$ cat src/rtl/keypad_scanner_if.sv
// Keypad matrix lines plus the debounced key code handed to the calculator input register.
// The master side is the scanner; the slave side is the keypad/consumer.
interface keypad_scanner_if;
   logic [3:0] col;
   logic [3:0] row;
   logic [3:0] num;
   logic       numPressed;

   modport master (input col, output row, output num, output numPressed);
   modport slave  (output col, input row, input num, input numPressed);
endinterface

$ cat src/rtl/keypad_scanner.sv
// 4x4 matrix keypad scanner: drives one active-low row per slot, debounces press and release,
// and presents a key code that is stable before, during and after the numPressed level.
module keypad_scanner #(
   parameter int SCAN_DIV     = 1000,
   parameter int DEBOUNCE_CNT = 10
) (
   input  logic             clk,
   input  logic             reset,
   keypad_scanner_if.master kp
);

   localparam int DIV_W = (SCAN_DIV > 1) ? $clog2(SCAN_DIV) : 1;
   localparam int CNT_W = $clog2(DEBOUNCE_CNT + 1);
   localparam logic [DIV_W-1:0] DIV_LAST = DIV_W'(SCAN_DIV - 1);
   localparam logic [CNT_W-1:0] CNT_DONE = CNT_W'(DEBOUNCE_CNT);

   typedef enum logic [1:0] {
      SCAN     = 2'd0,
      PRESS_DB = 2'd1,
      HELD     = 2'd2
   } state_t;

   logic [DIV_W-1:0] r_div;
   logic [3:0]       r_col_meta;
   logic [3:0]       r_col_sync;
   state_t           r_state;
   logic [1:0]       r_row_idx;
   logic [1:0]       r_cand_row;
   logic [1:0]       r_cand_col;
   logic [CNT_W-1:0] r_cnt;
   logic [3:0]       r_num;
   logic             r_num_pressed;

   logic             w_tick;
   logic             w_col_valid;
   logic [1:0]       w_col_idx;
   logic [3:0]       w_cand_pat;
   logic [CNT_W-1:0] w_cnt_inc;
   state_t           w_state_nxt;
   logic [1:0]       w_row_idx_nxt;
   logic [1:0]       w_cand_row_nxt;
   logic [1:0]       w_cand_col_nxt;
   logic [CNT_W-1:0] w_cnt_nxt;
   logic [3:0]       w_num_nxt;
   logic             w_num_pressed_nxt;

   function automatic logic [3:0] key_code(input logic [1:0] r, input logic [1:0] c);
      logic [3:0] code;
      code = 4'd0;
      case ({r, c})
         4'd0:  code = 4'd1;
         4'd1:  code = 4'd2;
         4'd2:  code = 4'd3;
         4'd3:  code = 4'd10;
         4'd4:  code = 4'd4;
         4'd5:  code = 4'd5;
         4'd6:  code = 4'd6;
         4'd7:  code = 4'd11;
         4'd8:  code = 4'd7;
         4'd9:  code = 4'd8;
         4'd10: code = 4'd9;
         4'd11: code = 4'd12;
         4'd12: code = 4'd14;
         4'd13: code = 4'd0;
         4'd14: code = 4'd15;
         4'd15: code = 4'd13;
         default: code = 4'd0;
      endcase
      return code;
   endfunction

   assign w_tick     = (r_div == DIV_LAST);
   assign w_cand_pat = ~(4'b0001 << r_cand_col);
   assign w_cnt_inc  = r_cnt + CNT_W'(1);

   // Exactly one low column is a key; none or several low is treated as no key.
   always_comb begin
      // NOTE: every combinational output gets a default first so no path leaves it unassigned (no latch).
      w_col_valid = 1'b1;
      w_col_idx   = 2'd0;
      case (r_col_sync)
         4'b1110: w_col_idx = 2'd0;
         4'b1101: w_col_idx = 2'd1;
         4'b1011: w_col_idx = 2'd2;
         4'b0111: w_col_idx = 2'd3;
         default: w_col_valid = 1'b0;
      endcase
   end

   always_comb begin
      w_state_nxt    = r_state;
      w_row_idx_nxt  = r_row_idx;
      w_cand_row_nxt = r_cand_row;
      w_cand_col_nxt = r_cand_col;
      w_cnt_nxt      = r_cnt;
      w_num_nxt      = r_num;
      case (r_state)
         SCAN: begin
            if (w_tick) begin
               if (w_col_valid) begin
                  w_cand_row_nxt = r_row_idx;
                  w_cand_col_nxt = w_col_idx;
                  w_cnt_nxt      = CNT_W'(1);
                  w_state_nxt    = PRESS_DB;
               end else begin
                  w_row_idx_nxt = r_row_idx + 2'd1;
               end
            end
         end
         PRESS_DB: begin
            if (w_tick) begin
               if (r_col_sync == w_cand_pat) begin
                  if (w_cnt_inc == CNT_DONE) begin
                     w_num_nxt   = key_code(r_cand_row, r_cand_col);
                     w_cnt_nxt   = '0;
                     w_state_nxt = HELD;
                  end else begin
                     w_cnt_nxt = w_cnt_inc;
                  end
               end else begin
                  w_cnt_nxt     = '0;
                  w_state_nxt   = SCAN;
                  w_row_idx_nxt = r_row_idx + 2'd1;
               end
            end
         end
         HELD: begin
            // Any low column while held (bounce or an extra key) restarts the release count.
            if (w_tick) begin
               if (r_col_sync == 4'b1111) begin
                  if (w_cnt_inc == CNT_DONE) begin
                     w_cnt_nxt     = '0;
                     w_row_idx_nxt = 2'd0;
                     w_state_nxt   = SCAN;
                  end else begin
                     w_cnt_nxt = w_cnt_inc;
                  end
               end else begin
                  w_cnt_nxt = '0;
               end
            end
         end
         default: begin
            w_cnt_nxt   = '0;
            w_state_nxt = SCAN;
         end
      endcase
      // numPressed trails the num load by one edge and drops on the release-confirm edge.
      w_num_pressed_nxt = (r_state == HELD) && (w_state_nxt == HELD);
   end

   always_ff @(posedge clk) begin
      if (reset) begin
         r_div         <= '0;
         r_col_meta    <= 4'b1111;
         r_col_sync    <= 4'b1111;
         r_state       <= SCAN;
         r_row_idx     <= 2'd0;
         r_cand_row    <= 2'd0;
         r_cand_col    <= 2'd0;
         r_cnt         <= '0;
         r_num         <= 4'd0;
         r_num_pressed <= 1'b0;
      end else begin
         // NOTE: non-blocking assignments so every register samples the pre-edge values.
         r_div         <= w_tick ? '0 : r_div + DIV_W'(1);
         r_col_meta    <= kp.col;
         r_col_sync    <= r_col_meta;
         r_state       <= w_state_nxt;
         r_row_idx     <= w_row_idx_nxt;
         r_cand_row    <= w_cand_row_nxt;
         r_cand_col    <= w_cand_col_nxt;
         r_cnt         <= w_cnt_nxt;
         r_num         <= w_num_nxt;
         r_num_pressed <= w_num_pressed_nxt;
      end
   end

   assign kp.row        = ~(4'b0001 << r_row_idx);
   assign kp.num        = r_num;
   assign kp.numPressed = r_num_pressed;

endmodule

$ cat src/flat_wrapper.sv
// flat-port wrapper written by rule: the top's interface ports become plain ports
module keypad_scanner_flat 
#(
   parameter int SCAN_DIV     = 1000,
   parameter int DEBOUNCE_CNT = 10
)
  (clk, reset, kp_col, kp_row, kp_num, kp_numPressed);
  keypad_scanner_if kp_i ();
  input  logic clk;
  input  logic reset;
  input wire logic [$bits(kp_i.col)-1:0] kp_col;
  output wire logic [$bits(kp_i.row)-1:0] kp_row;
  output wire logic [$bits(kp_i.num)-1:0] kp_num;
  output wire logic [$bits(kp_i.numPressed)-1:0] kp_numPressed;
  assign kp_i.col = kp_col;
  assign kp_row = kp_i.row;
  assign kp_num = kp_i.num;
  assign kp_numPressed = kp_i.numPressed;
  keypad_scanner #(.SCAN_DIV(SCAN_DIV), .DEBOUNCE_CNT(DEBOUNCE_CNT)) u_core (.clk(clk), .reset(reset), .kp(kp_i));
endmodule
$ cat config.mk
export PLATFORM = sky130hd
export DESIGN_NAME = keypad_scanner_flat
export DESIGN_NICKNAME = d
export VERILOG_FILES = /design/src/rtl/keypad_scanner_if.sv /design/src/rtl/keypad_scanner.sv /design/src/flat_wrapper.sv
export SDC_FILE = /design/constraint.sdc
export NUM_CORES = 1
export LEC_CHECK = 0
export ABC_AREA = 1
export CORE_MARGIN = 4
export CORE_UTILIZATION = 45
export CTS_CLUSTER_SIZE = 25
export DETAILED_ROUTE_END_ITERATION = 8
export GPL_ROUTABILITY_DRIVEN = 1
export GPL_TIMING_DRIVEN = 0
export PLACE_DENSITY = 0.7
export SYNTH_ARGS = -nofsm -noshare
export SYNTH_HDL_FRONTEND = slang
export SYNTH_SLANG_ARGS = --single-unit
$ cat constraint.sdc
create_clock -name clk -period 2.1 [get_ports clk]
set_input_delay 0.315 -clock clk [delete_from_list [all_inputs] [get_ports clk]]
set_output_delay 0.315 -clock clk [all_outputs]
set_load 0.02 [all_outputs]
Word level (Yosys, flattened, before mapping) --
Memories as Yosys holds them, arrays and structs flattened. A register that Yosys moved wholly into a read port is not among the register bits. Cells that the tools add are included.
Cells by class: equality and inequality tests 19, bitwise operators 2, shift operators 2, multiplexer cells 27, add/sub/neg operators 3, $mul 0, magnitude comparators 0, reduce and logical (&&, ||, !) cells 9, divide/modulo/power cells 0
Operators by type and width (number):
- 2-bit 2-to-1 mux | 15
- 4-bit 2-to-1 mux | 7
- 4-bit equality test (second input constant) | 5
- 2-bit case mux with 3 select lines | 3
- 2-bit by 1-bit inequality test with 1-bit output (second input constant) | 6
- 4-bit case mux with 3 select lines | 1
- 10-bit by 1-bit adder with 10-bit output (second input constant) | 1
- 10-bit equality test (second input constant) | 1
- 4-bit NOT | 2
- 4-bit AND reduction | 2
- 8-bit AND reduction | 1
- 1-bit by 2-bit << shifter with 4-bit output (first input constant) | 2
- 4-bit by 1-bit adder with 4-bit output (second input constant) | 1
- 2-bit equality test (second input constant) | 2
- 4-bit by 3-bit equality test with 1-bit output (second input constant) | 1
- 4-bit equality test | 1
- 2-bit inequality test (second input constant) | 2
- 4-bit OR reduction | 1
- 3-bit AND reduction | 1
- 3-bit nonzero test | 1
- 2-bit by 1-bit adder with 2-bit output (second input constant) | 1
- 2-bit by 1-bit equality test with 1-bit output (second input constant) | 1
- 2-bit zero test | 1
- 2-bit OR reduction | 1
- other kinds (2) | 2
Word-level totals: bits in registers 31, logic and storage cells 72, RAM bits 0, bits in read-only memories 64, output and inout port bits 9, bits of input ports 6, memories 1, bits in latches 0
Memory list:
- (name not given) | words 16, width 4, read ports 1, clocked after memory_dff 1, write ports 0, line keypad_scanner.sv:50 | case ({r, c})

Logic depth before layout (Yosys ltp) --
Gate-level depths: netlist (run 1).
word-level depth 8, mapped depth 11, mapped depth without buffers 11

Worst setup path after synthesis (run 1) --
No wires, ideal clock.
kind flip-flop to flip-flop, start point register u_core.r_cand_col[1], end point register u_core.r_num[2] (netlist: u_core.kp.num[2]), required time 1984 ps, slack 590 ps, arrival time 1394 ps, buffers on the path 0, stages on the path, launching flop included 10, setup time 116 ps, clock period less this slack 1510 ps, path through dfxtp_1 > inv_1 > ha_1 > nand2_1 > nand2_1 > nor2_1 > nand3_2 > nand3b_4 > o21ai_0 > nor2_1
On the way: longest elaborated chain between the ends 4
Ends and longest elaborated chain:
- start: declaration | line keypad_scanner.sv:29 | logic [1:0] r_cand_col;
- start signal: assignment | line keypad_scanner.sv:172 | r_cand_col <= w_cand_col_nxt;
- 1-bit by 2-bit << shifter with 4-bit output | line keypad_scanner.sv:73 | assign w_cand_pat = ~(4'b0001 << r_cand_col);
- 4-bit NOT | line keypad_scanner.sv:73
- 4-bit equality test | line keypad_scanner.sv:112 | if (r_col_sync == w_cand_pat) begin
- 4-bit AND reduction (no line)
- end: declaration | line keypad_scanner.sv:31 | logic [3:0] r_num;
Parallel ways exist; a longest one is shown, timed or not. A chain may end at the register's enable or synchronous reset.

Worst setup path in the final report (run 1) --
start point register u_core.r_row_idx[0], end point output port kp_row[2]
On the way: longest elaborated chain between the ends 2
Ends and longest elaborated chain:
- start: declaration | line keypad_scanner.sv:27 | logic [1:0] r_row_idx;
- start signal: assignment | line keypad_scanner.sv:170 | r_row_idx <= w_row_idx_nxt;
- 1-bit by 2-bit << shifter with 4-bit output | line keypad_scanner.sv:179 | assign kp.row = ~(4'b0001 << r_row_idx);
- 4-bit NOT | line keypad_scanner.sv:179
- end: declaration | line flat_wrapper.sv:12 | output wire logic [$bits(kp_i.row)-1:0] kp_row;
No other way between the ends.

==> results.rst, run 1 <==
.. list-table::
   :header-rows: 1

   * - Metric
     - Value
   * - Number of max-cap violations
     - 0
   * - DRC viols
     - 0
   * - Inserted Clock Buffers
     - 5
   * - Global-route wire length before repair
     - 5.87 mm
   * - Number of distinct library cell variants in the gate-level netlist after synthesis
     - 30
   * - CTS tree
     - built
   * - Fin nets
     - 290
   * - Start of the worst register-to-register path
     - u_core.r_cand_col[1]
   * - Count of synthesis-stage warnings from yosys
     - 0
   * - Overflow after GRT
     - 0
   * - Result of the run
     - completed
   * - Site row count
     - 23
   * - Sinks on Clock Net
     - 35
   * - Sequential fraction of the synthesis area
     - 37.8%
   * - Internal power
     - 934 uW
   * - Cell at the root of the clock tree
     - sky130_fd_sc_hd__clkbuf_8
   * - Synthesized area per cell
     - 7.38 um2
   * - Post-synthesis cell count
     - 251
   * - Insertion delay of the later-clocked pin in the worst-skew pair
     - 0.28 ns
   * - Std-Cell Core Area
     - 0.00400 mm2
   * - GR Util All Layers
     - 14.2%
   * - Max IR drop VDD
     - 0.000412 V
   * - Placed wire-length estimate after detailed placement
     - 2.48 mm
   * - Area share of the leading cell type in the synthesized netlist
     - 37.8%
   * - Post-route total power
     - 1210 uW
   * - Max frequency
     - 0.514 GHz
   * - Via count of the first global-routing pass
     - 1439
   * - Starting density of the core
     - 46.3%
   * - Drt total wl
     - 3.22 mm
   * - Arrival time at the worst endpoint
     - 1.63 ns
   * - Leading register cell type out of synthesis
     - sky130_fd_sc_hd__dfxtp_1
   * - Final number of setup-violating endpoints
     - 0
   * - DRT iter0 DRCs
     - 38
   * - Slack of the worst reg-to-reg path
     - 0.29 ns
   * - Unrepaired setup endpoints after global routing
     - false
   * - Cell area after technology mapping
     - 0.00185 mm2
   * - Power density relative to cell area
     - 566 mW/mm2
   * - Cell types with the highest counts after synthesis
     - 44 x sky130_fd_sc_hd__nand2_1, 36 x sky130_fd_sc_hd__inv_1, 35 x sky130_fd_sc_hd__dfxtp_1, 33 x sky130_fd_sc_hd__nor2_1, 17 x sky130_fd_sc_hd__a21oi_1
   * - Clock buffer depth
     - 2
   * - Average vias per placed instance
     - 4.76
   * - Largest area contributor in the synthesized netlist
     - sky130_fd_sc_hd__dfxtp_1
   * - NetSw
     - 281 uW
   * - Share of async-settable or async-resettable flops after synthesis
     - 0%
   * - Class of the worst hold path
     - flip-flop to flip-flop
   * - Transition time at the pin with the least slew margin
     - 0.445 ns
   * - Layout overhead on the synthesized area
     - 15.7%
   * - Element type at the critical path end
     - primary output
   * - Number of levels in the clock H-tree
     - 2
   * - Worst setup path class
     - flip-flop to primary output
   * - Horizontal die dimension
     - 72.2 um
   * - Relative slew margins
     - 70.3%
   * - Worst flop-to-flop path endpoint
     - u_core.r_cnt[3]
   * - Count leader, synth
     - sky130_fd_sc_hd__nand2_1
   * - Final worst clock skew
     - 0.00655 ns
   * - Destination of the critical timing path
     - kp_row[2]
   * - Buffers inserted during post-CTS setup optimization
     - 0
   * - Count of flip-flops with a built-in enable after synthesis
     - 0
   * - Top cells by area, synth
     - sky130_fd_sc_hd__dfxtp_1 38%, sky130_fd_sc_hd__nand2_1 8.9%, sky130_fd_sc_hd__ha_1 8.1%, sky130_fd_sc_hd__inv_1 7.3%, sky130_fd_sc_hd__nor2_1 6.7%
   * - Count of state elements after synthesis
     - 35
   * - Post-DR wirelength/cell
     - 9.97 um
   * - First element of the critical path
     - u_core.r_row_idx[0]
   * - I/O pin total
     - 15
   * - Height of the die
     - 72.2 um
   * - Sequential power share
     - 56.2%
   * - Switch share
     - 23.1%
   * - DRT Pass-1 Iters
     - 4
   * - Time the final worst path needs with I/O delays and setup
     - 1.95 ns
   * - Number of cells traversed by the worst register-to-register path
     - 9
   * - Total number of vias
     - 1538
   * - ANT cells
     - 0
   * - Final Wtd Congestion
     - 0.873
   * - Post-CTS resize count
     - 0
   * - Fraction of final layout cells sized beyond drive strength 1
     - 13.6%
   * - Element type at the critical path start
     - flip-flop
   * - Final-layout setup total negative slack
     - 0 ns
   * - Routed Antenna Nets
     - 0
   * - Clock-pin transition on the worst setup and hold timing paths
     - 0.07 ns
   * - Post-route fraction of the period consumed by the critical path
     - 92.7%
   * - Part of the power in combinational logic
     - 5.3%
   * - WP data required
     - 1.78 ns
   * - Worst Path Max Fanout
     - 5
   * - Clock share of power
     - 38.5%
   * - Maximum number of pins on one net before global-route repair
     - 13
   * - Initial antenna violation count
     - 0
   * - Hold Vio Cnt, Final
     - 0
   * - Post-Synthesis Net Count
     - 269
   * - Number of pins exceeding their max-slew limit in the final report
     - 0
   * - Count of buffers from port buffering
     - 14
   * - Lkg Pwr
     - 0.000976 uW
   * - Number of hold-repair buffers added at the cts stage
     - 0
   * - DIE AREA
     - 0.00521 mm2
-- power groups by stage --
stage,sequential (uW),clock [uW],combinational (uW)
after global routing,684,514,75.1
after floorplan,696,0,45.8
final,682,468,64.5
after detailed placement,698,0,65.5
after CTS,682,491,66.1
after global placement,697,0,64.6
-- state kept, by name, summed over array words and instances, names as in the netlist --
name / cells
u_core.r_row_idx: 2
u_core.r_state: 2
u_core.r_cnt: 4
u_core.r_cand_row: 2
u_core.r_col_sync: 4
u_core.kp.numPressed: 1
u_core.r_col_meta: 4
u_core.r_cand_col: 2
u_core.r_div: 10
u_core.kp.num: 4
-- how the worst min path moves through the flow --
| stage | start | end | cells past startpoint | slack (ns) |
|---|---|---|---|---|
| finish | u_core.r_col_meta[1] | u_core.r_col_sync[1] | 1 | 0.41 |
| detailed placement | u_core.r_col_meta[1] | u_core.r_col_sync[1] | 1 | 0.39 |
| floorplan | u_core.r_col_meta[0] | u_core.r_col_sync[0] | 1 | 0.39 |
| CTS | u_core.r_col_meta[1] | u_core.r_col_sync[1] | 1 | 0.41 |
| global route | u_core.r_col_meta[2] | u_core.r_col_sync[2] | 1 | 0.42 |
| global placement | u_core.r_col_meta[3] | u_core.r_col_sync[3] | 1 | 0.39 |
-- cells in the final DEF (no fill, tap or decap), drive strengths merged --
| master | synthesis | final |
|---|---|---|
| or2 | 8 | 8 |
| nand3 | 13 | 13 |
| dfxtp | 35 | 35 |
| clkdlybuf4s50 | 0 | 14 |
| clkinv | 1 | 2 |
| xor2 | 2 | 2 |
| nand4 | 2 | 2 |
| o31ai | 2 | 2 |
| a211oi | 1 | 1 |
| clkinvlp | 0 | 2 |
| ha | 12 | 12 |
| a21oi | 17 | 17 |
| nand2 | 49 | 49 |
| o211ai | 1 | 1 |
| o21bai | 1 | 1 |
| o21ai | 15 | 15 |
| o31a | 1 | 1 |
| nor2 | 37 | 37 |
| nor3 | 4 | 4 |
| nor4 | 1 | 1 |
| inv | 41 | 41 |
| clkbuf | 2 | 7 |
| o22ai | 2 | 2 |
| nand3b | 4 | 4 |
-- worst max-delay path, stage by stage (launching register included) --
cell	delay, ns
sky130_fd_sc_hd__dfxtp_1	0.40
sky130_fd_sc_hd__inv_1	0.10
sky130_fd_sc_hd__ha_1	0.20
sky130_fd_sc_hd__inv_1	0.05
sky130_fd_sc_hd__clkdlybuf4s50_1	0.60
-- cells by family (layout without fill, tap and decap cells) --
group,after synthesis,after routing,share of synthesized area (%)
AO/OA/AOI/OAI,40,40,11.8
XOR/XNOR,2,2,0.945
adder cells (fa/ha/maj),12,12,8.10
buffers and inverters,44,66,8.98
flip-flops,35,35,37.8
AND/OR/NAND/NOR,118,118,32.3
-- per-stage QoR --
step                      hold WS [ns]  cells  area, um2  util, %  worst slack (ns)
after floorplan                  0.389    251       1850        -             0.590
after global placement           0.392    315       2060     51.4             0.363
after detailed placement         0.393    315       2060     51.4             0.321
after CTS                        0.412    323       2140     53.6             0.151
after global routing             0.421    323       2140     53.6            0.0908
final                            0.411    323       2140     53.6             0.153
-- per-layer routing --
layer | wire length, um | part of all wire (%) | GRT usage, % | vias to the layer above
met5 | 0 | 0 | 0 | -
li1 | - | - | - | 834
met1 | 1540 | 48 | 16.5 | 677
met2 | 1500 | 47 | 24.0 | 22
met4 | 39 | 1.2 | 5.64 | 0
met3 | 135 | 4.2 | 4.71 | 5
-- cell type report --
type	count	area, um2
clock buffers	5	68.8
plain buffers	2	7.51
flip-flops and latches	35	701
clock inverters	3	20.0
multi-input cells	172	986
repair buffers	14	140
well taps	50	62.6
fillers	408	1860
inverters	42	159
No activity file was read; power rests on OpenSTA's default activity.
==> run 2: changes to the inputs <==
--- a/config.mk
+++ b/config.mk
@@ -5,7 +5,7 @@
 export SDC_FILE = /design/constraint.sdc
 export NUM_CORES = 1
 export LEC_CHECK = 0
-export ABC_AREA = 1
+export ABC_AREA = 0
 export CORE_MARGIN = 4
 export CORE_UTILIZATION = 45
 export CTS_CLUSTER_SIZE = 25
==> constraint.sdc (replaced) <==
create_clock -name clk -period 2.45 [get_ports clk]
set_input_delay 0.3675 -clock clk [delete_from_list [all_inputs] [get_ports clk]]
set_output_delay 0.3675 -clock clk [all_outputs]
set_load 0.02 [all_outputs]
==> results.rst, run 2 <==
.. list-table::
   :header-rows: 1

   * - Metric
     - Value
   * - Kind of cell adding the most delay to the critical path
     - compound AO/OA/AOI/OAI gates
   * - Relative slew margins
     - 72.3%
   * - Cell types with the highest counts after synthesis
     - 35 x sky130_fd_sc_hd__dfxtp_1, 20 x sky130_fd_sc_hd__nor2_1, 16 x sky130_fd_sc_hd__nand2_1, 12 x sky130_fd_sc_hd__ha_1, 12 x sky130_fd_sc_hd__inv_1
   * - Clock buffer depth
     - 2
   * - Maximum number of pins on one net before global-route repair
     - 13
   * - Start point of the worst hold path
     - u_core.r_col_meta[3]
   * - Final-layout setup total negative slack
     - 0 ns
   * - Compound-cell area share of the yosys netlist
     - 15.6%
   * - Ordered cell list for the critical path
     - ha_1 > nand2b_4 > or3b_4 > a2111oi_4 > buf_4 > nor2_1 > a311oi_1
   * - Area share of the leading cell type in the synthesized netlist
     - 37.0%
   * - Count of flip-flops with a built-in enable after synthesis
     - 0
   * - Count of state elements after synthesis
     - 35
   * - Transition time at the pin with the least slew margin
     - 0.415 ns
   * - Post-Synthesis Net Count
     - 223
   * - Sinks on Clock Net
     - 35
   * - Post-synthesis cell count
     - 205
   * - Commonest non-fill, non-tap cells in the layout
     - 35 x sky130_fd_sc_hd__dfxtp_1, 20 x sky130_fd_sc_hd__nor2_1, 16 x sky130_fd_sc_hd__nand2_1
   * - Storage cell area
     - 701 um2
   * - Insertion delay of the later-clocked pin in the worst-skew pair
     - 0.28 ns
   * - Fill cells
     - 386
   * - Final Wtd Congestion
     - 0.736
   * - Overflow after GRT
     - 0
   * - Post-CTS resize count
     - 0
   * - Synthesized-area fraction occupied by xor and xnor cells
     - 5.56%
   * - Element type at the critical path start
     - flip-flop
   * - Global-route wire length before repair
     - 5.48 mm
   * - DRC viols
     - 0
   * - Clock-pin transition on the worst setup and hold timing paths
     - 0.07 ns
   * - Via count of the first global-routing pass
     - 1270
   * - Starting density of the core
     - 47.0%
   * - Routed Antenna Nets
     - 0
   * - Arrival time at the worst endpoint
     - 2.43 ns
   * - Time the final worst path needs with I/O delays and setup
     - 2.24 ns
   * - Clock share of power
     - 44.1%
   * - Synthesized area per cell
     - 9.23 um2
   * - Layout overhead on the synthesized area
     - 17.1%
   * - Site row count
     - 23
   * - GR Util All Layers
     - 13.3%
   * - Cell at the root of the clock tree
     - sky130_fd_sc_hd__clkbuf_8
   * - Part of the power in combinational logic
     - 5.4%
   * - Result of the run
     - completed
   * - Most frequent standard cell in the layout excluding fill and tap cells
     - sky130_fd_sc_hd__dfxtp_1
   * - Slack of the worst reg-to-reg path
     - 0.21 ns
   * - Hold Vio Cnt, Final
     - 0
   * - Delay contributed by the slowest stage of the critical path
     - 0.48 ns
   * - WP data required
     - 2.64 ns
   * - Internal power
     - 915 uW
   * - Max frequency
     - 0.447 GHz
   * - Inserted Clock Buffers
     - 5
   * - Max FFs per register
     - 10
   * - Largest area contributor in the synthesized netlist
     - sky130_fd_sc_hd__dfxtp_1
   * - Number of placed instances, taps included
     - 269
   * - Post-DR wirelength/cell
     - 11.5 um
   * - Class of the worst hold path
     - flip-flop to flip-flop
   * - Final worst clock skew
     - 0.00244 ns
   * - DIE AREA
     - 0.00531 mm2
   * - Count of synthesis-stage warnings from yosys
     - 0
   * - Top cells by area, synth
     - sky130_fd_sc_hd__dfxtp_1 37%, sky130_fd_sc_hd__ha_1 7.9%, sky130_fd_sc_hd__mux2i_1 4.2%, sky130_fd_sc_hd__xor2_1 4.2%, sky130_fd_sc_hd__nor2_1 4.0%
   * - Worst Path Max Fanout
     - 8
   * - Fin nets
     - 245
   * - Largest family of logic cells by synthesized area
     - simple AND/OR/NAND/NOR gates
   * - Number of distinct library cell variants in the gate-level netlist after synthesis
     - 50
   * - ANT cells
     - 0
   * - CTS tree
     - built
   * - Leading register cell type out of synthesis
     - sky130_fd_sc_hd__dfxtp_1
   * - Post-Synth Simple-Gate Area
     - 23.6%
   * - Number of levels in the clock H-tree
     - 2
   * - Post-route fraction of the period consumed by the critical path
     - 91.3%
   * - Cell area after technology mapping
     - 0.00189 mm2
   * - Worst setup path class
     - flip-flop to flip-flop
   * - Multi-input gate area
     - 0.00109 mm2
   * - Placed wire-length estimate after detailed placement
     - 2.39 mm
   * - NetSw
     - 245 uW
   * - Fraction of final layout cells sized beyond drive strength 1
     - 15.4%
   * - Height of the die
     - 72.8 um
   * - Std-Cell Core Area
     - 0.00403 mm2
   * - Synth Area in Adders
     - 7.94%
   * - Sequential power share
     - 50.6%
   * - Number of pins exceeding their max-slew limit in the final report
     - 0
   * - Horizontal die dimension
     - 72.8 um
   * - Initial antenna violation count
     - 0
   * - Worst flop-to-flop path endpoint
     - u_core.kp.num[3]
   * - Count leader, synth
     - sky130_fd_sc_hd__dfxtp_1
   * - Sequential fraction of the synthesis area
     - 37.0%
   * - Count of buffers from port buffering
     - 14
   * - I/O pin total
     - 15
   * - Element type at the critical path end
     - flip-flop
   * - Average vias per placed instance
     - 5.28
   * - Max IR drop VDD
     - 0.000369 V
   * - DRT Pass-1 Iters
     - 4
   * - Final number of setup-violating endpoints
     - 0
   * - Buffers plus inverters on the worst setup path
     - 1
   * - Switch share
     - 21.1%
   * - Multiplexer share of the synthesized area
     - 4.83%
   * - Final std cells w/o fill
     - 278
   * - Number of cells traversed by the worst register-to-register path
     - 7
   * - Unrepaired setup endpoints after global routing
     - false
   * - Lkg Pwr
     - 0.000837 uW
   * - Number of max-cap violations
     - 0
   * - Slowest CP cell
     - sky130_fd_sc_hd__dfxtp_1
   * - Number of stages on the worst hold path
     - 1
   * - Hold EP
     - u_core.r_col_sync[3]
   * - Share of async-settable or async-resettable flops after synthesis
     - 0%
   * - Start of the worst register-to-register path
     - u_core.r_cnt[0]
   * - Total number of vias
     - 1469
   * - Power density relative to cell area
     - 524 mW/mm2
   * - DRT iter0 DRCs
     - 66
   * - Drt total wl
     - 3.20 mm
   * - Register with the most flip-flops
     - u_core.r_div
run 2: metal layers:
| metal | vias to the layer above | global-route usage [%] | share of wire, % |
|---|---|---|---|
| li1 | 764 | - | - |
| met5 | - | 0 | 0 |
| met2 | 21 | 20.4 | 45 |
| met4 | 0 | 4.71 | 1.1 |
| met3 | 5 | 5.23 | 4.3 |
| met1 | 679 | 17.0 | 50 |
run 2: per-stage QoR:
step | area, um2 | total power [uW] | hold slack (ns) | worst slack, ns | util, %
2_1_floorplan | 1890 | 644 | 0.389 | 0.431 | -
6_report | 2210 | 1160 | 0.412 | 0.214 | 55.0
3_5_place_dp | 2090 | 663 | 0.399 | 0.179 | 52.0
4_1_cts | 2210 | 1180 | 0.416 | 0.164 | 54.8
5_1_grt | 2210 | 1220 | 0.430 | 0.0530 | 55.0
3_3_place_gp | 2090 | 661 | 0.391 | 0.210 | 52.0
run 2: kinds of logic after synthesis:
| family | after synthesis |
|---|---|
| DFF | 35 |
| and+or+nand+nor | 79 |
| adders and majority gates | 12 |
| xor gates and xnor gates | 12 |
| buffers and inverters | 20 |
| muxes | 9 |
| AOI/OAI and AO/OA | 38 |
run 2: worst max path at each step:
stage	startpoint	to	slack (ns)	cells after the start
global route	u_core.r_cnt[0]	u_core.kp.num[3]	0.05	7
CTS	u_core.r_cnt[0]	u_core.kp.num[3]	0.16	6
floorplan	u_core.r_cnt[0]	u_core.kp.num[0]	0.43	6
finish	u_core.r_cnt[0]	u_core.kp.num[3]	0.21	7
global placement	u_core.r_cnt[0]	u_core.kp.num[3]	0.21	6
detailed placement	u_core.r_cnt[0]	u_core.kp.num[3]	0.18	6
run 2: layout make-up:
class / count / area share (%)
clock buffers: 5 / 3.11
well taps: 50 / 2.82
plain buffers: 8 / 2.60
multi-input cells: 150 / 49.2
flip-flops and latches: 35 / 31.6
clock inverters: 3 / 1.98
inverters: 12 / 2.03
repair buffers: 15 / 6.67
run 2: repair_timing:
item	4_1_cts	5_1_grt
buffers inserted	0	1
hold buffers	0	0
setup endpoints to repair	0	2
run 2: power by group through the flow:
| stage | combinational (uW) | sequential (uW) | clock, uW |
|---|---|---|---|
| global placement | 61.9 | 600 | 0 |
| finish | 62.1 | 587 | 511 |
| CTS | 63.5 | 587 | 526 |
| detailed placement | 63.2 | 600 | 0 |
| global route | 69.0 | 588 | 559 |
| floorplan | 45.7 | 598 | 0 |
run 2: worst reg2reg max path: stages (launching register included):
cell	delay (ns)
sky130_fd_sc_hd__dfxtp_1	0.48
sky130_fd_sc_hd__ha_1	0.32
sky130_fd_sc_hd__nand2b_4	0.07
sky130_fd_sc_hd__or3b_4	0.42
sky130_fd_sc_hd__a2111oi_4	0.36
sky130_fd_sc_hd__buf_4	0.21
sky130_fd_sc_hd__nor2_1	0.05
sky130_fd_sc_hd__a311oi_1	0.24
